File: src/rtl/uart_rx.sv
// UART receive stage: synchronizes uart_rxd, samples mid-bit and reassembles
// 8/9-bit frames with 1/2 stop bits, writing good frames into the RX FIFO.
module uart_rx #(
  parameter int unsigned SYNC_STAGES = 2
) (
  input  logic        clk,
  input  logic        rst_n,
  input  logic        clr_n,
  input  logic [23:0] ckdiv,
  input  logic        data9b,
  input  logic        stop2b,
  output logic        rxbusy,
  output logic        rf_write,
  output logic [8:0]  rf_wbyte,
  input  logic        rf_full,
  output logic        ferr,
  output logic        oerr,
  input  logic        uart_rxd
);

  typedef enum logic [1:0] {IDLE, START, DATA, STOP} state_t;

  state_t                 state, state_n;
  logic [SYNC_STAGES-1:0] sync;
  logic                   rxd_s, rxd_d;
  logic [23:0]            timer, timer_n;
  logic [3:0]             idx, idx_n;
  logic                   stop_cnt, stop_cnt_n;
  logic                   ferr_flag, ferr_flag_n;
  logic [8:0]             rbyte, rbyte_n;
  logic                   write_n, ferr_n, oerr_n;
  logic [8:0]             wbyte_n;
  logic                   tick, stop_bad;
  logic [3:0]             last_idx;

  assign rxd_s    = sync[SYNC_STAGES-1];
  assign rxbusy   = (state != IDLE);
  assign tick     = (state != IDLE) && (timer == '0);
  assign last_idx = data9b ? 4'd8 : 4'd7;

  always_ff @(posedge clk or negedge rst_n) begin
    if (!rst_n) begin
      state     <= IDLE;
      sync      <= '1;
      rxd_d     <= 1'b1;
      timer     <= '0;
      idx       <= '0;
      stop_cnt  <= 1'b0;
      ferr_flag <= 1'b0;
      rbyte     <= '0;
      rf_write  <= 1'b0;
      ferr      <= 1'b0;
      oerr      <= 1'b0;
      rf_wbyte  <= '0;
    end else if (!clr_n) begin
      state     <= IDLE;
      sync      <= '1;
      rxd_d     <= 1'b1;
      timer     <= '0;
      idx       <= '0;
      stop_cnt  <= 1'b0;
      ferr_flag <= 1'b0;
      rbyte     <= '0;
      rf_write  <= 1'b0;
      ferr      <= 1'b0;
      oerr      <= 1'b0;
      rf_wbyte  <= '0;
    end else begin
      state     <= state_n;
      sync      <= {sync[SYNC_STAGES-2:0], uart_rxd};
      rxd_d     <= rxd_s;
      timer     <= timer_n;
      idx       <= idx_n;
      stop_cnt  <= stop_cnt_n;
      ferr_flag <= ferr_flag_n;
      rbyte     <= rbyte_n;
      rf_write  <= write_n;
      ferr      <= ferr_n;
      oerr      <= oerr_n;
      rf_wbyte  <= wbyte_n;
    end
  end

  always_comb begin
    state_n     = state;
    timer_n     = timer;
    idx_n       = idx;
    stop_cnt_n  = stop_cnt;
    ferr_flag_n = ferr_flag;
    rbyte_n     = rbyte;
    write_n     = 1'b0;
    ferr_n      = 1'b0;
    oerr_n      = 1'b0;
    wbyte_n     = rf_wbyte;
    stop_bad    = ferr_flag | ~rxd_s;

    if (state != IDLE)
      timer_n = tick ? ckdiv : timer - 1'b1;

    case (state)
      IDLE: begin
        if (rxd_d && !rxd_s) begin
          timer_n = {1'b0, ckdiv[23:1]};
          state_n = START;
        end
      end
      START: begin
        if (tick) begin
          if (!rxd_s) begin
            rbyte_n = '0;
            idx_n   = '0;
            state_n = DATA;
          end else begin
            state_n = IDLE;
          end
        end
      end
      DATA: begin
        if (tick) begin
          rbyte_n[idx] = rxd_s;
          idx_n        = idx + 1'b1;
          // >= rather than == so a mid-frame data9b change cannot run idx past the register
          if (idx >= last_idx) begin
            state_n     = STOP;
            stop_cnt_n  = stop2b;
            ferr_flag_n = 1'b0;
          end
        end
      end
      STOP: begin
        if (tick) begin
          ferr_flag_n = stop_bad;
          if (stop_cnt) begin
            stop_cnt_n = 1'b0;
          end else begin
            state_n = IDLE;
            if (stop_bad) begin
              ferr_n = 1'b1;
            end else if (rf_full) begin
              oerr_n = 1'b1;
            end else begin
              write_n = 1'b1;
              wbyte_n = rbyte;
            end
          end
        end
      end
      default: state_n = IDLE;
    endcase
  end

endmodule

File: config.mk
export PLATFORM = sky130hd
export DESIGN_NAME = uart_rx
export DESIGN_NICKNAME = d
export VERILOG_FILES = /design/src/rtl/uart_rx.sv
export SDC_FILE = /design/constraint.sdc
export NUM_CORES = 1
export LEC_CHECK = 0
export CAP_MARGIN = 20
export CORE_AREA = 8 8 103 105
export CTS_CLUSTER_DIAMETER = 100
export CTS_CLUSTER_SIZE = 12
export DETAILED_ROUTE_END_ITERATION = 10
export DIE_AREA = 0 0 111 113
export GPL_TIMING_DRIVEN = 0
export PLACE_DENSITY_LB_ADDON = 0.1
export SLEW_MARGIN = 20
export SYNTH_ARGS = -nofsm -noshare
export SYNTH_HDL_FRONTEND = slang
export SYNTH_SLANG_ARGS = --single-unit
File: constraint.sdc
create_clock -name clk -period 2.04 [get_ports clk]
set_input_delay 0.204 -clock clk [delete_from_list [all_inputs] [get_ports clk]]
set_output_delay 0.204 -clock clk [all_outputs]
set_load 0.05 [all_outputs]
Yosys cells after proc, flatten, opt, wreduce, memory -nomap -nowiden --
Cells that the tools add are included. Widths: inputs -> output; s select.
Storage, ports and cells: input port bits 31, register bits 56
Operators by class: muxes and demuxes 63, equal/unequal tests 17, reduce and logical (&&, ||, !) cells 11, bitwise gates (word level) 2, $lt $le $gt $ge 3, add/sub/neg operators 2
Operators with widths (number):
- $mux 24 | 5
- $mux 9 | 10
- $mux 1 | 27
- $logic_not 24->1 | 1
- $sub 24x1->24 const B | 1
- $ne 3x3->1 const B | 7
- $mux 4 | 5
- $mux 2 | 9
- $pmux 9 s2 | 1
- $bwmux 9 | 1
- $pmux 2 s4 | 1
- $pmux 4 s2 | 1
- $reduce_and 4->1 | 2
- $ne 2x2->1 const B | 3
- $ne 3x1->1 const B | 2
- $reduce_and 6->1 | 1
- $lt 4x5->1 const B | 1
- $reduce_and 5->1 | 1
- $add 4x1->4 const B | 1
- $demux 1 s4 | 1
- $eq 2x2->1 const B | 2
- $ge 4x1->1 const B | 1
- $ge 4x4->1 | 1
- $ne 2x1->1 const B | 2
- other kinds (8) | 11

Logic depth before layout (Yosys ltp) --
Gate-level depths: netlist (run 1).
depth in word-level cells 8, depth in mapped cells 8, gate-level depth less buffers 7

Least setup slack after synthesis (run 1) --
No wires, ideal clock.
path type register to register, start reg timer[17], end reg timer[23], data arrival time 1937 ps, required time 1912 ps, period minus slack after synthesis 2065 ps, library setup time 128 ps, stages on the path, launching flop included 6, path buffers 0, slack -25 ps, cell sequence dfrtp_1 > or4_4 > or3_1 > or3_1 > o31ai_1 > o22ai_1
Between the ends: word-level cells in the longest chain between the ends 7, elaborated cells on any way between the ends 8
Ends and longest elaborated chain:
- start, declared | RTL line 26 | logic [23:0] timer, timer_n;
- start signal, assigned | RTL line 72 | timer <= timer_n;
- branches (longest 2 deep; another with $sub 24x1->24)
- $mux 24 (*) | RTL line 98 | timer_n = tick ? ckdiv : timer - 1'b1;
- $mux 24 (*) | RTL line 97 | if (state != IDLE)
- $mux 24 | RTL line 102 | if (rxd_d && !rxd_s) begin
- $mux 24 (*) | RTL line 100 | case (state)
- $mux 24 (*) | RTL line 55 | end else if (!clr_n) begin
Every way passes the cells marked *. A chain may end at the register's enable or synchronous reset.

Final worst setup path (run 1) --
start reg timer[8], end reg rbyte[0]
Between the ends: word-level cells in the longest chain between the ends 4, elaborated cells on any way between the ends 5
Ends and longest elaborated chain:
- $logic_not 24->1 (*) | RTL line 38 | assign tick = (state != IDLE) && (timer == '0);
- $logic_and 1x1->1 (*) | RTL line 38
- $ne 3x3->1 (no source line)
- $reduce_and 4->1 (no source line) (*)
- end signal, assigned | RTL line 76 | rbyte <= rbyte_n;
- end, declared | RTL line 30 | logic [8:0] rbyte, rbyte_n;
Mark *: on every way between the ends. The rest lies on a longest branch, timed or not.

==> metrics.md, run 1 <==
| Metric | Value |
|---|---|
| Total power | `3230 uW` |
| Register area share after synthesis | `approximately two fifths` |
| # DRC | `0` |
| CTS tree | `done` |
| Final Worst Setup Slack | `-0.0700 ns` |
| Hold_sp | `clr_n` |
| Worst EP required | `2.29 ns` |
| Worst R2R End | `rbyte[0]` |
| Sw frac | `36.4%` |
| H-tree depth | `2` |
| Critical-path cell list | `nor4_4 -> and4_1 -> buf_4 -> and3_4 -> buf_8 -> nand4_1 -> o21ai_1` |
| Synth area leader | `dfrtp_1` |
| Count leader, synth | `dfrtp_1` |
| Gpl congestion | `a little over 0.8` |
| Number of global-route vias before repair | `between 3000 and 4000` |
| Comb power frac | `39.8%` |
| Main area contributors after synthesis | `dfrtp_1 38%, mux2i_1 5.5%, o21ai_0 5.5%, ha_1 3.6%, xnor2_1 3.0%` |
| Largest net degree at the start of global routing | `33` |
| Delay-heaviest family, CP | `simple AND/OR/NAND/NOR gates` |
| Die outline area | `12500 um2` |
| Skew final | `0.00580 ns` |
| Overflow left after global routing | `0` |
| Syn avg cell area | `~9.3 um2` |
| FF-to-FF Start | `timer[8]` |
| Maximum VDD drop | `about 0.36 mV` |
| Asr flop ratio synth | `between 90% and 100%` |
| Buf+Inv Stages, Crit Path | `2` |
| Chip Height | `113 um` |
| WL/cell | `18.8 um` |
| Max Cap Viol | `0` |
| Row count | `35` |
| FMAX | `between 400 and 500 MHz` |
| Reg power frac | `between 30% and 40%` |
| Violated checks | `setup timing` |
| Max FO, Critical Path | `8` |
| Drt initial violations | `roughly 170` |
| Area Overhead vs Synth | `35.8%` |
| Core area | `8980 um2` |
| CP Data Arrival Time | `2.36 ns` |
| Yosys warns | `0` |
| Reg2Reg Depth | `7` |
| Switch Pwr | `~1200 uW` |
| FF+latch count, synth | `56` |
| Synth cell types | `between 50 and 60` |
| Final Max Tran Viols | `0` |
| Cts bufs inserted | `5` |
| Slew HR | `54.1%` |
| # nets final | `between 400 and 500` |
| CP Capture Type | `flip-flop` |
| Placed Cells | `around 530` |
| Clk Latency, worst-skew pair | `about 0.32 ns` |
| RSZ-0062 raised after global routing | `true` |
| Max clock buf depth | `2` |
| DR vias/cell | `~5.7` |
| DRT antenna net count | `0` |
| Util after Layout | `about 53%` |
| IO Pins | `44` |
| Via count | `~3300` |
| Clock Power Share | `approximately a fifth` |
| Clock net sink count | `56` |
| Final setup viols | `13` |
| Fin crit share | `103%` |
| Int Power | `2050 uW` |
| Layout cell share with drive strength beyond 1 | `between 20% and 30%` |
| Finished Layout Cells | `567` |
| Flop2flop setup slack | `-0.07 ns` |
| Total track usage | `approximately 17%` |
| Die width | `about 110 um` |
| DP HPWL | `7270 um` |
| Slew @ Worst Pin | `between 0.6 and 0.7 ns` |
| Hold endpoint | `sync[1]` |
| WL final | `between 10000 and 15000 um` |
| Pwr dens | `around 700 nW/um2` |
| Status | `finished with violations` |
| Initial antenna violation count | `0` |
| CP max stage cell | `dfrtp_2` |
| DRT Pass-1 Iters | `4` |
| Initial Util | `roughly 39%` |
| Number of flops mapped to enable cells by yosys | `0` |
| ANT cells | `0` |
| CTS Root Cell | `clkbuf_8` |
| Synth Instances | `approximately 370` |
| Minimum clock period | `2.11 ns` |
| Top_reg_cell synth | `dfrtp_1` |
| Mapped Nets | `about 410` |
| Final Hold Fails | `0` |
| Hold WS | `around 0.26 ns` |
| Hold Path Depth | `2` |
| Synthesized area | `about 3500 um2` |
| Share of the synthesized area in the top cell type | `roughly two fifths` |
| Port Buffer Count | `42` |
| Setup Crit Path Kind | `reg -> reg` |
| Leak | `0.00195 uW` |
| First-pass GRT wire length | `17300 um` |
| Critical Path Start Type | `flip-flop` |
| Largest stage delay on the critical path | `0.45 ns` |
| HP Class | `in -> reg` |
| Synth top cells by count | `53 x dfrtp_1, 38 x o21ai_0, 25 x nor2_1, 23 x nand2_1` |
| Clk pin slew, worst setup/hold paths | `about 0.12 ns` |
[area by class of cell]
type	instances	area (um2)
inverter	12	45.0
sequential	56	1410
tap	111	139
timing repair buffer	77	758
buffer	19	140
fill	835	4260
clock buffer	5	68.8
clock inverter	3	25.0
multi-input combinational	284	2130
[flip-flops by register name (all words and copies together), names as in the netlist]
signal	count
ferr	1
ferr_flag	1
idx	4
oerr	1
rbyte	9
rf_wbyte	9
rf_write	1
rxd_d	1
state	2
stop_cnt	1
sync	2
timer	24
[power groups by stage]
stage | Combinational [uW] | Clock [uW] | Sequential, uW
CTS | 1180 | 696 | 1260
global placement | 958 | 0 | 1270
floorplan | 703 | 0 | 1250
detailed placement | 976 | 0 | 1270
global route | 1400 | 727 | 1270
finish | 1280 | 677 | 1260
[routing by layer]
metal	wire (um)	global-route usage [%]	vias to the layer above
li1	-	-	1561
met5	0	0	-
met3	336	2.38	11
met1	4670	20.0	1612
met2	5520	30.2	75
met4	151	5.14	0
[timing repair]
action / 4_1_cts / 5_1_grt
setup buffers: 20 / 9
hold buffers: 1 / 0
setup endpoints to repair: 53 / 54
pin swaps: 30 / 17
cloned: 3 / 1
endpoints found under the hold margin: 24 / 0
resized for setup: 57 / 41
[cells in the final DEF, fill, tap and decap left out, types with 9 or more instances in the layout]
| master | instances |
|---|---|
| o21ai_1 | 15 |
| o21ai_0 | 24 |
| nand4_1 | 10 |
| a22o_1 | 9 |
| clkdlybuf4s50_1 | 40 |
| buf_4 | 27 |
| inv_1 | 10 |
| a21oi_1 | 16 |
| mux2i_1 | 19 |
| dfrtp_1 | 47 |
| nand2_1 | 22 |
| xnor2_1 | 12 |
| a31oi_1 | 9 |
| nor2_1 | 21 |
[worst max-delay path by stage]
stage,slack [ns],end,depth (start not counted),from
after floorplan,-0.007,timer[23],5,timer[16]
after global placement,-1.20,rf_write,1,rst_n
after detailed placement,-0.67,timer[20],6,timer[0]
after CTS,-0.12,rbyte[0],7,timer[16]
after global routing,-0.15,rbyte[2],6,timer[19]
final,-0.07,rbyte[0],7,timer[8]
[cells by family after synthesis]
logic type | Yosys count | share of synthesized area, %
adders and majority gates | 10 | 3.60
and+or+nand+nor | 122 | 20.6
buffers and inverters | 33 | 4.07
xor gates and xnor gates | 14 | 3.53
AOI/OAI and AO/OA | 114 | 20.6
DFF | 56 | 40.5
muxes | 24 | 7.10
[through the flow]
stage               area, um2   TNS, ns  worst slack (ns)
floorplan                3480  -0.00735          -0.00735
CTS                      4520     -1.42            -0.116
global placement         4040    -80.81             -1.20
finish                   4710    -0.425           -0.0700
global route             4710     -3.36            -0.146
detailed placement       4050    -17.74            -0.668
(Power assumes the default switching activity.)
==> inputs of run 2 (changes only) <==
- CAP_MARGIN: 20 -> not set
- CORE_AREA: 8 8 103 105 -> 2 2 97 99
- DIE_AREA: 0 0 111 113 -> 0 0 99 101
==> run 2 against run 1 <==
Against the previous run:
- largest power group unchanged
- core utilization decreased by 0.72 points
- non-clock buffer count decreased by 3
- the run still ends with setup timing left
- maximum frequency decreased by 2.1%
- sequential cell count unchanged
- global-route usage increased by 4.7 points
==> metrics.md, run 2 (synthesis results as in run 1) <==
| Metric | Value |
|---|---|
| Fin crit share | `106% (was 103%)` |
| Minimum clock period | `2.16 ns (was 2.11 ns)` |
| Drt initial violations | `110 (was 165)` |
| Most frequent cells in the layout | `49 x dfrtp_1, 40 x clkdlybuf4s50_1, 26 x o21ai_0 (was 47 x dfrtp_1, 40 x clkdlybuf4s50_1, 27 x buf_4)` |
| Largest regs | `timer (24), rbyte (9), rf_wbyte (9) (unchanged)` |
| DR vias/cell | `5.80 (was 5.75)` |
| Overflow left after global routing | `0 (unchanged)` |
| Hold_sp | `clr_n (unchanged)` |
| Finished Layout Cells | `564 (was 567)` |
| Area Overhead vs Synth | `34.0% (was 35.8%)` |
| Setup Crit Path Kind | `reg -> reg (unchanged)` |
| Placed Cells | `527 (unchanged)` |
| # nets final | `493 (was 496)` |
| Pwr dens | `694 nW/um2 (was 684 nW/um2)` |
| Number of global-route vias before repair | `3257 (was 3334)` |
| Largest register FFs | `24 (unchanged)` |
| Violated checks | `setup timing (unchanged)` |
| Total track usage | `21.4% (was 16.7%)` |
| HP Class | `in -> reg (unchanged)` |
| CTS Root Cell | `clkbuf_8 (unchanged)` |
| Layout cell share with drive strength beyond 1 | `21.2% (was 23.7%)` |
| Die outline area | `10000 um2 (was 12500 um2)` |
| Reg2Reg Depth | `5 (was 7)` |
| DP HPWL | `7110 um (was 7270 um)` |
| Final Max Tran Viols | `0 (unchanged)` |
| Hold Path Depth | `2 (unchanged)` |
| Die width | `99 um (was 111 um)` |
| Row count | `35 (unchanged)` |
| WL final | `10700 um (about the same)` |
| DRT Pass-1 Iters | `4 (unchanged)` |
| FMAX | `464 MHz (was 474 MHz)` |
| Sum Neg Setup Slack | `-0.554 ns (was -0.425 ns)` |
| Clk pin slew, worst setup/hold paths | `0.12 ns (about the same)` |
| Worst EP required | `2.25 ns (was 2.29 ns)` |
| Initial antenna violation count | `0 (unchanged)` |
| Gpl congestion | `0.845 (was 0.820)` |
| Slew @ Worst Pin | `0.628 ns (was 0.685 ns)` |
| Chip Height | `101 um (was 113 um)` |
| Status | `finished with violations (unchanged)` |
| Filler Cell Count | `831 (was 835)` |
| Skew final | `0.00764 ns (was 0.00580 ns)` |
| IO Pins | `44 (unchanged)` |
| CP Data Arrival Time | `2.36 ns (about the same)` |
| Final setup viols | `20 (was 13)` |
| Core area | `8980 um2 (unchanged)` |
| RSZ-0062 raised after global routing | `true (unchanged)` |
| Post-route cell area | `4650 um2 (was 4710 um2)` |
| Leak | `0.00194 uW (was 0.00195 uW)` |
| Flop2flop setup slack | `-0.12 ns (was -0.07 ns)` |
| Clk Latency, worst-skew pair | `0.32 ns (about the same)` |
| DRT antenna net count | `0 (unchanged)` |
| Final Worst Setup Slack | `-0.115 ns (was -0.0700 ns)` |
| Worst R2R End | `timer[23] (was rbyte[0])` |
| ANT cells | `0 (unchanged)` |
| Clock net sink count | `56 (unchanged)` |
| Maximum VDD drop | `0.528 mV (was 0.359 mV)` |
| Via count | `3273 (was 3259)` |
| Largest net degree at the start of global routing | `36 (was 33)` |
| CP Capture Type | `flip-flop (unchanged)` |
| # DRC | `0 (unchanged)` |
| Max clock buf depth | `2 (unchanged)` |
| First-pass GRT wire length | `17000 um (was 17300 um)` |
| Max FO, Critical Path | `5 (was 8)` |
| WL/cell | `18.9 um (was 18.8 um)` |
| Hold endpoint | `sync[1] (unchanged)` |
| Cts bufs inserted | `5 (unchanged)` |
| CTS tree | `done (unchanged)` |
| Dpl ws | `-0.609 ns (was -0.668 ns)` |
| Largest register by flop count | `timer (unchanged)` |
| Slew HR | `58.1% (was 54.1%)` |
| FF-to-FF Start | `timer[16] (was timer[8])` |
| H-tree depth | `2 (unchanged)` |
| Critical Path Source | `timer[16] (was timer[8])` |
| Max Cap Viol | `0 (unchanged)` |
| Critical Path Start Type | `flip-flop (unchanged)` |
| Post-DP Area | `4050 um2 (unchanged)` |
| Leading cell type in the layout, fill and taps excluded | `dfrtp_1 (unchanged)` |
| Port Buffer Count | `42 (unchanged)` |
| Final Hold Fails | `0 (unchanged)` |
| Initial Util | `38.7% (unchanged)` |
-- run 2: changes by cell type in the layout (fill, tap and decap cells not counted), sizes merged --
cell,change
buf,-5
bufbuf,+1
clkbuf,+1
clkinv,+1
inv,-1
-- run 2: power by group --
part / switching, uW / internal [uW] / total (uW)
Combinational: 658 / 625 / 1280
Clock: 427 / 254 / 681
Sequential: 98.4 / 1170 / 1260
Total: 1180 / 2050 / 3230
-- run 2: worst max-delay path by stage --
| stage | to | slack, ns | depth (start not counted) |
|---|---|---|---|
| 2_1_floorplan | timer[23] | -0.007 | 5 |
| 3_3_place_gp | timer[9] | -1.16 | 1 |
| 3_5_place_dp | timer[20] | -0.61 | 6 |
| 4_1_cts | timer[23] | -0.10 | 5 |
| 5_1_grt | timer[23] | -0.15 | 5 |
| 6_report | timer[23] | -0.12 | 5 |
-- run 2: area by class of cell --
type	instances	area, um2	area share [%]
flip-flops and latches	56	1410	30.3
clock inverters	3	27.5	0.592
clock buffers	5	68.8	1.48
plain buffers	21	151	3.26
multi-input cells	284	2100	45.3
well taps	111	139	2.99
inverters	12	45.0	0.969
repair buffers	72	703	15.1
-- run 2: metrics by stage --
stage / total power, uW / hold slack [ns] / util (%)
6_report: 3230 / 0.252 / 51.8
5_1_grt: 3410 / 0.266 / 51.8
4_1_cts: 3150 / 0.236 / 50.4
3_5_place_dp: 2240 / 0.131 / 45.1
3_3_place_gp: 2230 / 0.483 / 44.9
2_1_floorplan: 1950 / -0.0916 / -
-- run 2: layer usage --
| layer | vias up | global-route usage, % | share of wire, % |
|---|---|---|---|
| met5 | - | 0 | 0 |
| met4 | 0 | 7.90 | 2.2 |
| met3 | 19 | 2.77 | 3.7 |
| met2 | 90 | 37.7 | 52 |
| met1 | 1614 | 26.9 | 42 |
| li1 | 1550 | - | - |
-- run 2: timing repair --
item | in CTS | in global routing
hold endpoints to repair | 21 | 0
cloned | 2 | 1
setup buffers | 18 | 7
endpoints found under the setup margin | 53 | 52
pin swaps | 15 | 16
resized for setup | 56 | 28
hold buffers | 1 | 0
-- run 2: worst max-delay path: stages, from the launching register on --
cell     delay [ns]
dfrtp_2        0.43
or4_4          0.58
or3_4          0.39
or3_1          0.33
o31ai_2        0.21
o22ai_1        0.11
==> inputs of run 3 (changes only) <==
- CTS_CLUSTER_DIAMETER: 100 -> 30
==> results of run 3 <==
Final layout, timing and power as in run 2 (identical DEF).
